--- config.mk ---
export PLATFORM = sky130hd
export DESIGN_NAME = id_stage
export DESIGN_NICKNAME = d
export VERILOG_FILES = /design/src/rtl/pipeline_defs.sv /design/src/rtl/return_stack.sv /design/src/rtl/id_stage.sv
export SDC_FILE = /design/constraint.sdc
export NUM_CORES = 1
export LEC_CHECK = 0
export ABC_CLOCK_PERIOD_IN_PS = 6400
export CORE_ASPECT_RATIO = 1.1
export CORE_UTILIZATION = 54
export DETAILED_ROUTE_END_ITERATION = 8
export GPL_ROUTABILITY_DRIVEN = 0
export PLACE_DENSITY = 0.95
export SYNTH_ARGS = -nofsm -noshare
export SYNTH_HDL_FRONTEND = slang
export SYNTH_SLANG_ARGS = --single-unit
--- constraint.sdc ---
create_clock -name clk -period 6.4 [get_ports clk]
set_input_delay 1.28 -clock clk [delete_from_list [all_inputs] [get_ports clk]]
set_output_delay 1.28 -clock clk [all_outputs]
set_load 0.02 [all_outputs]
--- src/rtl/pipeline_defs.sv ---
// Shared definitions for the 16-bit pipeline: opcodes, register names, PCsrc and ALU encodings.
package pipeline_defs;

  localparam logic [3:0] OP_ADD  = 4'd0;
  localparam logic [3:0] OP_ADDI = 4'd1;
  localparam logic [3:0] OP_LW   = 4'd2;
  localparam logic [3:0] OP_SW   = 4'd3;
  localparam logic [3:0] OP_BEQ  = 4'd4;
  localparam logic [3:0] OP_BNE  = 4'd5;
  localparam logic [3:0] OP_JMP  = 4'd6;
  localparam logic [3:0] OP_CALL = 4'd7;
  localparam logic [3:0] OP_RET  = 4'd8;

  localparam logic [2:0] R0 = 3'd0;
  localparam logic [2:0] R1 = 3'd1;
  localparam logic [2:0] R2 = 3'd2;
  localparam logic [2:0] R3 = 3'd3;
  localparam logic [2:0] R4 = 3'd4;
  localparam logic [2:0] R5 = 3'd5;
  localparam logic [2:0] R6 = 3'd6;
  localparam logic [2:0] R7 = 3'd7;

  localparam logic [1:0] PCSRC_SEQ    = 2'b00;
  localparam logic [1:0] PCSRC_JUMP   = 2'b01;
  localparam logic [1:0] PCSRC_BRANCH = 2'b10;
  localparam logic [1:0] PCSRC_RET    = 2'b11;

  localparam logic [2:0] ALU_ADD = 3'd0;
  localparam logic [2:0] ALU_SUB = 3'd1;
  localparam logic [2:0] ALU_AND = 3'd2;
  localparam logic [2:0] ALU_OR  = 3'd3;
  localparam logic [2:0] ALU_XOR = 3'd4;
  localparam logic [2:0] ALU_SLL = 3'd5;
  localparam logic [2:0] ALU_SRL = 3'd6;
  localparam logic [2:0] ALU_SLT = 3'd7;

  localparam logic [15:0] NOP_INSTR = 16'h0000;

  function automatic logic [15:0] sext6(input logic [5:0] imm);
    return {{10{imm[5]}}, imm};
  endfunction

endpackage

--- src/rtl/return_stack.sv ---
// Circular return-address stack: push overwrites the oldest entry when full, pop on empty is ignored.
// Updates on the clock edge; top/empty are combinational from current state, no backpressure.
module return_stack #(
  parameter int DEPTH = 4
) (
  input  logic        clk,
  input  logic        rst,
  input  logic        push,
  input  logic        pop,
  input  logic [15:0] push_addr,
  output logic [15:0] top,
  output logic        empty
);

  localparam int PW = (DEPTH > 1) ? $clog2(DEPTH) : 1;
  localparam int CW = $clog2(DEPTH + 1);

  logic [15:0]   entries [DEPTH];
  logic [PW-1:0] wr_ptr;
  logic [CW-1:0] count;

  // wr_ptr wraps naturally because DEPTH is a power of two
  always_ff @(posedge clk or posedge rst) begin
    if (rst) begin
      wr_ptr <= '0;
      count  <= '0;
    end else if (push) begin
      wr_ptr <= wr_ptr + 1'b1;
      if (count != CW'(DEPTH))
        count <= count + 1'b1;
    end else if (pop && (count != '0)) begin
      wr_ptr <= wr_ptr - 1'b1;
      count  <= count - 1'b1;
    end
  end

  always_ff @(posedge clk) begin
    if (push)
      entries[wr_ptr] <= push_addr;
  end

  assign top   = entries[wr_ptr - 1'b1];
  assign empty = (count == '0);

endmodule

--- src/rtl/id_stage.sv ---
// Decode stage: IF/ID register, decode, hazard detection, branch/jump/return resolution, ID/EX register.
// Redirects fetch in the same cycle; stall holds fetch and IF/ID and injects a bubble into EX.
module id_stage #(
  parameter int          RAS_DEPTH = 4,
  parameter logic [15:0] NOP_INSTR = pipeline_defs::NOP_INSTR
) (
  input  logic        clk,
  input  logic        reset,
  input  logic [15:0] instruction,
  input  logic [15:0] NPC,
  output logic [2:0]  rf_raddr1,
  output logic [2:0]  rf_raddr2,
  input  logic [15:0] rf_rdata1,
  input  logic [15:0] rf_rdata2,
  input  logic [2:0]  ex_rd,
  input  logic        ex_reg_write,
  input  logic        ex_mem_read,
  input  logic [2:0]  mem_rd,
  input  logic        mem_reg_write,
  input  logic        mem_mem_read,
  input  logic [15:0] mem_alu_result,
  input  logic [2:0]  wb_rd,
  input  logic        wb_reg_write,
  input  logic [15:0] wb_data,
  output logic        stall,
  output logic        kill,
  output logic [1:0]  PCsrc,
  output logic [15:0] J_TypeImmediate,
  output logic [15:0] I_TypeImmediate,
  output logic [15:0] ReturnAddress,
  output logic        idex_valid,
  output logic        idex_reg_write,
  output logic        idex_mem_read,
  output logic        idex_mem_write,
  output logic        idex_alu_src,
  output logic [2:0]  idex_alu_op,
  output logic [2:0]  idex_rd,
  output logic [15:0] idex_a,
  output logic [15:0] idex_b,
  output logic [15:0] idex_imm
);

  import pipeline_defs::*;

  logic [15:0] ifid_instr;
  logic [15:0] ifid_npc;

  always_ff @(posedge clk or posedge reset) begin
    if (reset) begin
      ifid_instr <= NOP_INSTR;
      ifid_npc   <= '0;
    end else if (!stall) begin
      ifid_instr <= instruction;
      ifid_npc   <= NPC;
    end
  end

  logic [3:0]  opcode;
  logic [2:0]  f_rd, f_rs1, f_rs2, f_func;
  logic [15:0] imm_sext;

  assign opcode   = ifid_instr[15:12];
  assign f_rd     = ifid_instr[11:9];
  assign f_rs1    = ifid_instr[8:6];
  assign f_rs2    = ifid_instr[5:3];
  assign f_func   = ifid_instr[2:0];
  assign imm_sext = sext6(ifid_instr[5:0]);

  logic       dec_bubble, dec_reg_write, dec_mem_read, dec_mem_write, dec_alu_src;
  logic [2:0] dec_alu_op, dec_rd;
  logic       uses_rs1, uses_rs2;
  logic       is_branch, is_bne, is_jump, is_call, is_ret;

  always_comb begin
    dec_bubble    = 1'b1;
    dec_reg_write = 1'b0;
    dec_mem_read  = 1'b0;
    dec_mem_write = 1'b0;
    dec_alu_src   = 1'b0;
    dec_alu_op    = ALU_ADD;
    dec_rd        = R0;
    uses_rs1      = 1'b0;
    uses_rs2      = 1'b0;
    is_branch     = 1'b0;
    is_bne        = 1'b0;
    is_jump       = 1'b0;
    is_call       = 1'b0;
    is_ret        = 1'b0;
    case (opcode)
      OP_ADD: begin
        dec_bubble    = 1'b0;
        dec_reg_write = 1'b1;
        dec_alu_op    = f_func;
        dec_rd        = f_rd;
        uses_rs1      = 1'b1;
        uses_rs2      = 1'b1;
      end
      OP_ADDI: begin
        dec_bubble    = 1'b0;
        dec_reg_write = 1'b1;
        dec_alu_src   = 1'b1;
        dec_rd        = f_rd;
        uses_rs1      = 1'b1;
      end
      OP_LW: begin
        dec_bubble    = 1'b0;
        dec_reg_write = 1'b1;
        dec_mem_read  = 1'b1;
        dec_alu_src   = 1'b1;
        dec_rd        = f_rd;
        uses_rs1      = 1'b1;
      end
      OP_SW: begin
        dec_bubble    = 1'b0;
        dec_mem_write = 1'b1;
        dec_alu_src   = 1'b1;
        uses_rs1      = 1'b1;
        uses_rs2      = 1'b1;
      end
      OP_BEQ, OP_BNE: begin
        is_branch = 1'b1;
        is_bne    = (opcode == OP_BNE);
        uses_rs1  = 1'b1;
        uses_rs2  = 1'b1;
      end
      OP_JMP:  is_jump = 1'b1;
      OP_CALL: is_call = 1'b1;
      OP_RET:  is_ret  = 1'b1;
      default: dec_bubble = 1'b1;
    endcase
    if (ifid_instr == NOP_INSTR)
      dec_bubble = 1'b1;
  end

  // R-type reads its second source from [5:3]; stores and branches use [11:9]
  assign rf_raddr1 = f_rs1;
  assign rf_raddr2 = (opcode == OP_ADD) ? f_rs2 : f_rd;

  function automatic logic branch_src_hazard(input logic [2:0] src);
    return (src != R0) &&
           ((ex_reg_write && (ex_rd == src)) ||
            (mem_reg_write && mem_mem_read && (mem_rd == src)));
  endfunction

  function automatic logic [15:0] branch_operand(input logic [2:0] src, input logic [15:0] rf_val);
    if (src == R0)
      return 16'h0000;
    else if (mem_reg_write && (mem_rd == src))
      return mem_alu_result;
    else if (wb_reg_write && (wb_rd == src))
      return wb_data;
    else
      return rf_val;
  endfunction

  logic        load_use, branch_hazard, taken;
  logic [15:0] br_a, br_b;

  assign load_use = ex_mem_read && ex_reg_write && (ex_rd != R0) &&
                    ((uses_rs1 && (ex_rd == rf_raddr1)) ||
                     (uses_rs2 && (ex_rd == rf_raddr2)));
  assign branch_hazard = is_branch &&
                         (branch_src_hazard(rf_raddr1) || branch_src_hazard(rf_raddr2));
  assign stall = load_use || branch_hazard;

  assign br_a  = branch_operand(rf_raddr1, rf_rdata1);
  assign br_b  = branch_operand(rf_raddr2, rf_rdata2);
  assign taken = is_branch && (is_bne ? (br_a != br_b) : (br_a == br_b));

  // A stalled instruction never redirects; it retries once operands are ready
  always_comb begin
    PCsrc = PCSRC_SEQ;
    kill  = 1'b0;
    if (!stall) begin
      if (taken) begin
        PCsrc = PCSRC_BRANCH;
        kill  = 1'b1;
      end else if (is_jump || is_call) begin
        PCsrc = PCSRC_JUMP;
        kill  = 1'b1;
      end else if (is_ret) begin
        PCsrc = PCSRC_RET;
        kill  = 1'b1;
      end
    end
  end

  assign I_TypeImmediate = ifid_npc - 16'd1 + imm_sext;
  assign J_TypeImmediate = {ifid_npc[15:12], ifid_instr[11:0]};

  logic [15:0] ras_top;
  logic        ras_empty;

  return_stack #(.DEPTH(RAS_DEPTH)) u_ras (
    .clk       (clk),
    .rst       (reset),
    .push      (!stall && is_call),
    .pop       (!stall && is_ret),
    .push_addr (ifid_npc),
    .top       (ras_top),
    .empty     (ras_empty)
  );

  assign ReturnAddress = ras_empty ? 16'h0000 : ras_top;

  always_ff @(posedge clk or posedge reset) begin
    if (reset) begin
      idex_valid     <= 1'b0;
      idex_reg_write <= 1'b0;
      idex_mem_read  <= 1'b0;
      idex_mem_write <= 1'b0;
      idex_alu_src   <= 1'b0;
      idex_alu_op    <= '0;
      idex_rd        <= '0;
      idex_a         <= '0;
      idex_b         <= '0;
      idex_imm       <= '0;
    end else if (stall || dec_bubble) begin
      idex_valid     <= 1'b0;
      idex_reg_write <= 1'b0;
      idex_mem_read  <= 1'b0;
      idex_mem_write <= 1'b0;
      idex_alu_src   <= 1'b0;
      idex_alu_op    <= '0;
      idex_rd        <= '0;
      idex_a         <= '0;
      idex_b         <= '0;
      idex_imm       <= '0;
    end else begin
      idex_valid     <= 1'b1;
      idex_reg_write <= dec_reg_write;
      idex_mem_read  <= dec_mem_read;
      idex_mem_write <= dec_mem_write;
      idex_alu_src   <= dec_alu_src;
      idex_alu_op    <= dec_alu_op;
      idex_rd        <= dec_rd;
      idex_a         <= rf_rdata1;
      idex_b         <= rf_rdata2;
      idex_imm       <= imm_sext;
    end
  end

endmodule

==> results of run 1 <==
-- power breakdown --
group / internal [µW] / switching, µW / leakage, µW
Clock: 569 / 476 / 0.000304
Sequential: 1070 / 67.4 / 0.00167
Combinational: 750 / 827 / 0.00306
Total: 2390 / 1370 / 0.00504
-- through the flow --
step / hold WS, ns / cell area [µm²] / power [µW] / cells
2_1_floorplan: 0.476 / 8840 / 2060 / 842
3_3_place_gp: 0.493 / 11200 / 2620 / 1237
3_5_place_dp: 0.509 / 11200 / 2680 / 1237
4_1_cts: 0.520 / 11900 / 3750 / 1270
5_1_grt: 0.534 / 12000 / 3920 / 1270
6_report: 0.521 / 12000 / 3760 / 1271
-- path summary, 6_finish.rpt --
kind | cells past startpoint | slack, ns | from | end
worst max-delay path | 14 | 0.06 | wb_rd[2] | PCsrc[1]
worst max register to register | 10 | 2.25 | ifid_instr[12]$_DFFE_PP0P_ | ifid_npc[15]$_DFFE_PP0P_
worst min-delay path | 0 | 0.52 | ifid_npc[7]$_DFFE_PP0P_ | u_ras.entries[2][7]$_DFFE_PP_
min in group asynchronous | 2 | 1.12 | reset | ifid_npc[2]$_DFFE_PP0P_
worst min register to register | 0 | 0.52 | ifid_npc[7]$_DFFE_PP0P_ | u_ras.entries[2][7]$_DFFE_PP_
max in group asynchronous | 3 | 4.09 | reset | idex_rd[0]$_DFF_PP0_
-- layer usage --
layer	global-route usage (%)	share of wire, %
met2	56.8	49
met4	17.9	5.8
met3	7.05	9.7
met5	0	0
met1	40.0	35
-- cell families (layout without fill, tap and decap cells) --
group / Yosys count / in the layout / synth area share [%]
DFF: 150 / 150 / 46.1
and+or+nand+nor: 270 / 270 / 16.6
other: 0 / 1 / 0
adders and majority gates: 35 / 35 / 5.12
xor gates and xnor gates: 36 / 36 / 3.57
muxes: 47 / 47 / 8.04
AOI/OAI and AO/OA: 166 / 166 / 13.0
buffers and inverters: 138 / 366 / 7.64
-- flip-flops by register name (all words and copies together), names as in the netlist --
signal and flops:
idex_a 16, idex_alu_op 3, idex_alu_src 1, idex_b 16, idex_imm 6, idex_mem_read 1
idex_mem_write 1, idex_rd 3, idex_reg_write 1, idex_valid 1, ifid_instr 16, ifid_npc 16
u_ras.count 3, u_ras.entries 64, u_ras.wr_ptr 2
-- cells in the final DEF, fill, tap and decap left out, drive strengths merged, types with 16 or more instances in the layout --
cell           instances
o21ai                 49
nand2                 50
nor2                  57
inv                   76
ha                    33
mux2i                 22
clkbuf                18
mux4                  16
edfxtp                64
nor2b                 21
dfrtp                 86
xnor2                 22
a211oi                19
and2                  45
buf                   37
a21oi                 21
clkdlybuf4s50        224
-- cell usage after synthesis, types with 5 or more instances --
cell | instances | area share, %
a211o_1 | 11 | 1.1
a211oi_1 | 18 | 1.5
a21boi_0 | 7 | 0.59
a21oi_1 | 20 | 1.1
a221o_1 | 8 | 0.91
a221oi_1 | 9 | 0.89
and2_1 | 45 | 3.2
and3_1 | 14 | 0.99
buf_2 | 8 | 0.45
buf_4 | 29 | 2.5
clkbuf_1 | 25 | 1.1
dfrtp_1 | 86 | 24
edfxtp_1 | 64 | 22
ha_1 | 33 | 4.7
inv_1 | 69 | 2.9
mux2_2 | 9 | 1.1
mux2i_1 | 19 | 2.2
mux4_2 | 16 | 4.1
nand2_1 | 50 | 2.1
nand2b_1 | 12 | 0.85
nand4_1 | 10 | 0.71
nor2_1 | 57 | 2.4
nor2b_1 | 21 | 1.5
nor3_1 | 10 | 0.57
nor3b_1 | 5 | 0.42
nor4_1 | 14 | 0.99
o21a_1 | 6 | 0.51
o21ai_0 | 48 | 2.7
o22ai_1 | 6 | 0.42
o32ai_1 | 8 | 0.79
xnor2_1 | 22 | 2.2
xor2_1 | 14 | 1.4
-- final cells by class --
type	count	area, µm²
Clock buffer	17	425
Multi-Input combinational cell	554	4180
Timing Repair Buffer	265	2560
Tap cell	200	250
Sequential cell	150	4070
Antenna cell	1	2.50
Fill cell	969	3890
Clock inverter	15	204
Inverter	69	260
-- worst reg2reg max path: cells and delay by family (launching register included) --
kind | cells | cell delay (ns)
buffers and inverters | 3 | 1.06
DFF | 1 | 0.37
AOI/OAI and AO/OA | 3 | 0.64
and+or+nand+nor | 2 | 1.23
muxes | 2 | 0.74
-- timing repair --
item | in CTS | in global routing
pin swaps | 1 | 3
buffers inserted | 1 | 0
setup endpoints to repair | 2 | 3
resized for setup | 8 | 16
==> run_results.csv, run 1 <==
group,metric,value,unit
sta,max_freq,158,MHz
clock_tree,cts_buffer_depth,2,
logic_synthesis,synth_nets,989,
setup_path,crit_buf_inv,4,
sta,slew_viol_final,0,
clock_tree,clock_sinks,150,
sta,min_period,6.34,ns
setup_path,critPathTopFamily,"simple AND/OR/NAND/NOR gates",
outcome,status,"finished clean",
detailed_routing,drt_first_pass_iters,6,
grt,grt_overflow_total,0,
clock_tree,ctsHoldBuffers,0,
logic_synthesis,yosysSeqAreaShare,46.1,%
detailed_routing,via_count,8013,
grt,grt_usage,33.7,%
floorplan,ios,229,
sta,max_slew_margin,37.0,%
logic_synthesis,ys_types,68,
detailed_routing,drtAntennaViolNets,0,
clock_tree,cts_buffers,17,
setup_path,slowest_stage,"nor2_1",
floorplan,rows,48,
detailed_routing,drcViolationCount,0,
sta,finalHoldViolations,0,
finish,nets,1204,
setup_path,max_stage_delay,0.51,ns
logic_synthesis,async_flop_share,57.3,%
setup_path,worstPathCellList,"clkdlybuf4s50_1 -> buf_4 -> xnor2_2 -> mux2i_4 -> buf_4 -> nor2_1 -> a221oi_1 -> or3b_1 -> o32ai_1 -> o32ai_1 -> nor4_2 -> mux2i_1 -> nand2b_1 -> dlygate4sd2_1",
placement,place_ws,-0.184,ns
sta,fin_tns_setup,0,ns
floorplan,core,0.0159,mm²
clock_tree,htreeDepth,4,
logic_synthesis,syn-mean-instance-area,10.5,µm²
clock_tree,root_buffer,"clkbuf_16",
grt,grt_pass1_wl,41800,µm
floorplan,die_w,124,µm
logic_synthesis,synth_area,0.00884,mm²
worst_hold_path,hold_path.class,"reg -> reg",
detailed_routing,first_iter_violations,947,
sta,post-route-period-util,99.0,%
grt,antenna_found_initial,1,
clock_tree,clk_pin_slew,0.08,ns
sta,fin_skew,0.0209,ns
detailed_routing,postRouteWirelength,27600,µm
logic_synthesis,synth-edff-count,64,
setup_path,critical_path_required,5.12,ns
floorplan,initial_core_util,55.8,%
pwr,power_density,314,mW/mm²
sta,worst_slack,0.0619,ns
logic_synthesis,synth_ff_type,"dfrtp_1",
setup_path,crit_fanout,9,
floorplan,die_y,136,µm
finish,utilization,75.4,%
flow_run,cap_violations,0,
setup_path,start_kind,"primary input",
placement,io_buffer_count,228,
finish,drive_gt1_share,11.3,%
pwr,power.leakage,0.00504,µW
grt,grt_max_degree,69,
setup_path,worstSetupPathType,"in -> out",
grt,grt_pass1_vias,7885,
pwr,ir_worst_vdd,0.183,mV
logic_synthesis,syn_inst,842,
setup_path,crit_path_end_kind,"output pin",
clock_tree,clk_latency,0.44,ns
logic_synthesis,synth-seq-cells,150,
sta,setup_viol,0,
sta,worstMarginPinSlew,0.937,ns
clock_tree,cts_tree,"done",
placement,place.detailed.hpwl,19400,µm
detailed_routing,via_per_inst,6.30,
floorplan,fp.dieArea,0.0169,mm²
logic_synthesis,ys_warn_count,0,
setup_path,arrival,5.06,ns
finish,area_delta_synth_final,35.3,%
detailed_routing,wl_per_cell,21.7,µm
Power figures use the tool's default switching activity.
==> inputs of run 2 (changes only) <==
ABC_CLOCK_PERIOD_IN_PS = 6300   (was 6400)
CORE_UTILIZATION = 50   (was 54)
GPL_ROUTABILITY_DRIVEN = 1   (was 0)
PLACE_DENSITY = 0.94   (was 0.95)
SKIP_CTS_REPAIR_TIMING = 1   (was not set)
clock period = 6.3 ns   (was 6.4 ns; I/O delays follow)
==> run_results.csv, run 2 (synthesized netlist as in run 1, its figures left out) <==
group,metric,value,unit
clock_tree,clk_latency,0.43,ns
finish,antenna_cells,0,
sta,fin_skew,0.0115,ns
clock_tree,htreeDepth,4,
floorplan,die_w,129,µm
pwr,power_density,311,mW/mm²
finish,largest_reg_flops,64,
finish,utilization,70.0,%
sta,fin_tns_setup,0,ns
floorplan,rows,50,
clock_tree,cts_buffers,17,
finish,area_delta_synth_final,35.7,%
flow_run,cap_violations,0,
detailed_routing,drtAntennaViolNets,0,
clock_tree,root_buffer,"clkbuf_16",
placement,dp_cells,1278,
setup_path,crit_path_end_kind,"output pin",
floorplan,core,0.0171,mm²
detailed_routing,drt_first_pass_iters,6,
grt,antenna_found_initial,0,
grt,grt_pass1_wl,40900,µm
grt,grt_overflow_total,0,
detailed_routing,postRouteWirelength,26600,µm
pwr,power,3730,µW
sta,max_freq,162,MHz
grt,grt_pass1_vias,7562,
setup_path,crit_fanout,13,
sta,worstMarginPinSlew,1.17,ns
finish,drive_gt1_share,11.2,%
grt,grt_max_degree,60,
pwr,ir_worst_vdd,0.200,mV
clock_tree,cts_buffer_depth,2,
floorplan,ios,229,
sta,max_slew_margin,21.8,%
detailed_routing,first_iter_violations,749,
floorplan,die_y,141,µm
setup_path,start_kind,"primary input",
setup_path,critical_path_required,5.04,ns
clock_tree,clk_pin_slew,0.07,ns
finish,finalNonFillerCells,1310,
sta,finalHoldViolations,0,
detailed_routing,via_count,7773,
sta,post-route-period-util,97.8,%
pwr,power.leakage,0.00506,µW
sta,min_period,6.16,ns
floorplan,fp.dieArea,0.0182,mm²
finish,largest_register,"u_ras.entries",
sta,worst_slack,0.138,ns
sta,slew_viol_final,0,
setup_path,arrival,4.90,ns
outcome,status,"finished clean",
detailed_routing,wl_per_cell,20.3,µm
detailed_routing,via_per_inst,5.93,
floorplan,initial_core_util,51.6,%
sta,rsz0062_at_grt,"false",
sta,setup_viol,0,
finish,nets,1210,
finish,layout_common_cells,"clkdlybuf4s50_1, dfrtp_1, inv_1",
placement,gp_congestion,0.938,
placement,place.detailed.hpwl,19700,µm
detailed_routing,drcViolationCount,0,
worst_hold_path,hold_path.class,"reg -> reg",
finish,layout_commonest_cell,"clkdlybuf4s50_1",
setup_path,worstSetupPathType,"in -> out",
placement,io_buffer_count,228,
clock_tree,clock_sinks,150,
clock_tree,cts_tree,"done",
placement,place_ws,-0.137,ns
grt,grt_usage,30.0,%
==> run 2: cell count changes in the layout (fill, tap and decap cells not counted), moves of 2 or more <==
cell            change
a221oi_1            -2
a221oi_2            +2
buf_4               +7
dlygate4sd2_1       -2
dlymetal6s2s_1      +2
inv_6               +3
inv_8               -3
xnor2_1             +2
xnor2_2             -2
==> run 2: routing by layer <==
layer / track usage [%] / routed length [µm] / vias up
met5: 0 / 0 / -
met4: 15.4 / 1410 / 0
met3: 5.24 / 2270 / 125
met2: 51.8 / 13300 / 481
met1: 35.9 / 9620 / 3708
li1: - / - / 3459
==> run 2: critical path: stages <==
cell	delay, ns
clkdlybuf4s50_1	0.50
xor2_1	0.20
or4_1	0.52
buf_4	0.21
buf_4	0.18
a221oi_2	0.39
nor2_1	0.13
a211o_1	0.28
a21oi_1	0.13
o32ai_1	0.14
nor4_2	0.30
mux2i_1	0.34
nand2b_1	0.10
dlymetal6s2s_1	0.21
==> run 2: layout make-up <==
| type | count | area [µm²] |
|---|---|---|
| fillers | 1227 | 5150 |
| repair buffers | 271 | 2610 |
| well taps | 234 | 293 |
| flip-flops and latches | 150 | 4070 |
| inverters | 69 | 260 |
| clock inverters | 15 | 174 |
| clock buffers | 17 | 425 |
| multi-input cells | 554 | 4150 |
==> run 2: worst paths after layout <==
path	from	end	slack (ns)	cells past startpoint
worst max-delay path	wb_rd[2]	kill	0.14	14
worst min-delay path	ifid_npc[2]$_DFFE_PP0P_	u_ras.entries[2][2]$_DFFE_PP_	0.54	0
worst max register to register	ifid_instr[12]$_DFFE_PP0P_	ifid_instr[7]$_DFFE_PP0P_	2.41	10
worst min register to register	ifid_npc[2]$_DFFE_PP0P_	u_ras.entries[2][2]$_DFFE_PP_	0.54	0
max in group asynchronous	reset	ifid_instr[4]$_DFFE_PP0P_	3.97	3
min in group asynchronous	reset	idex_a[2]$_DFF_PP0_	1.18	2
==> run 2: power breakdown <==
group          internal, µW  switching, µW
registers              1090           71.3
logic                   759            808
clock network           534            473
total                  2380           1350
==> run 2: per-stage QoR <==
step | area [µm²] | hold WS [ns]
global route | 12000 | 0.554
CTS | 11900 | 0.536
finish | 12000 | 0.540
global placement | 11300 | 0.490
detailed placement | 11300 | 0.524
floorplan | 8840 | 0.476
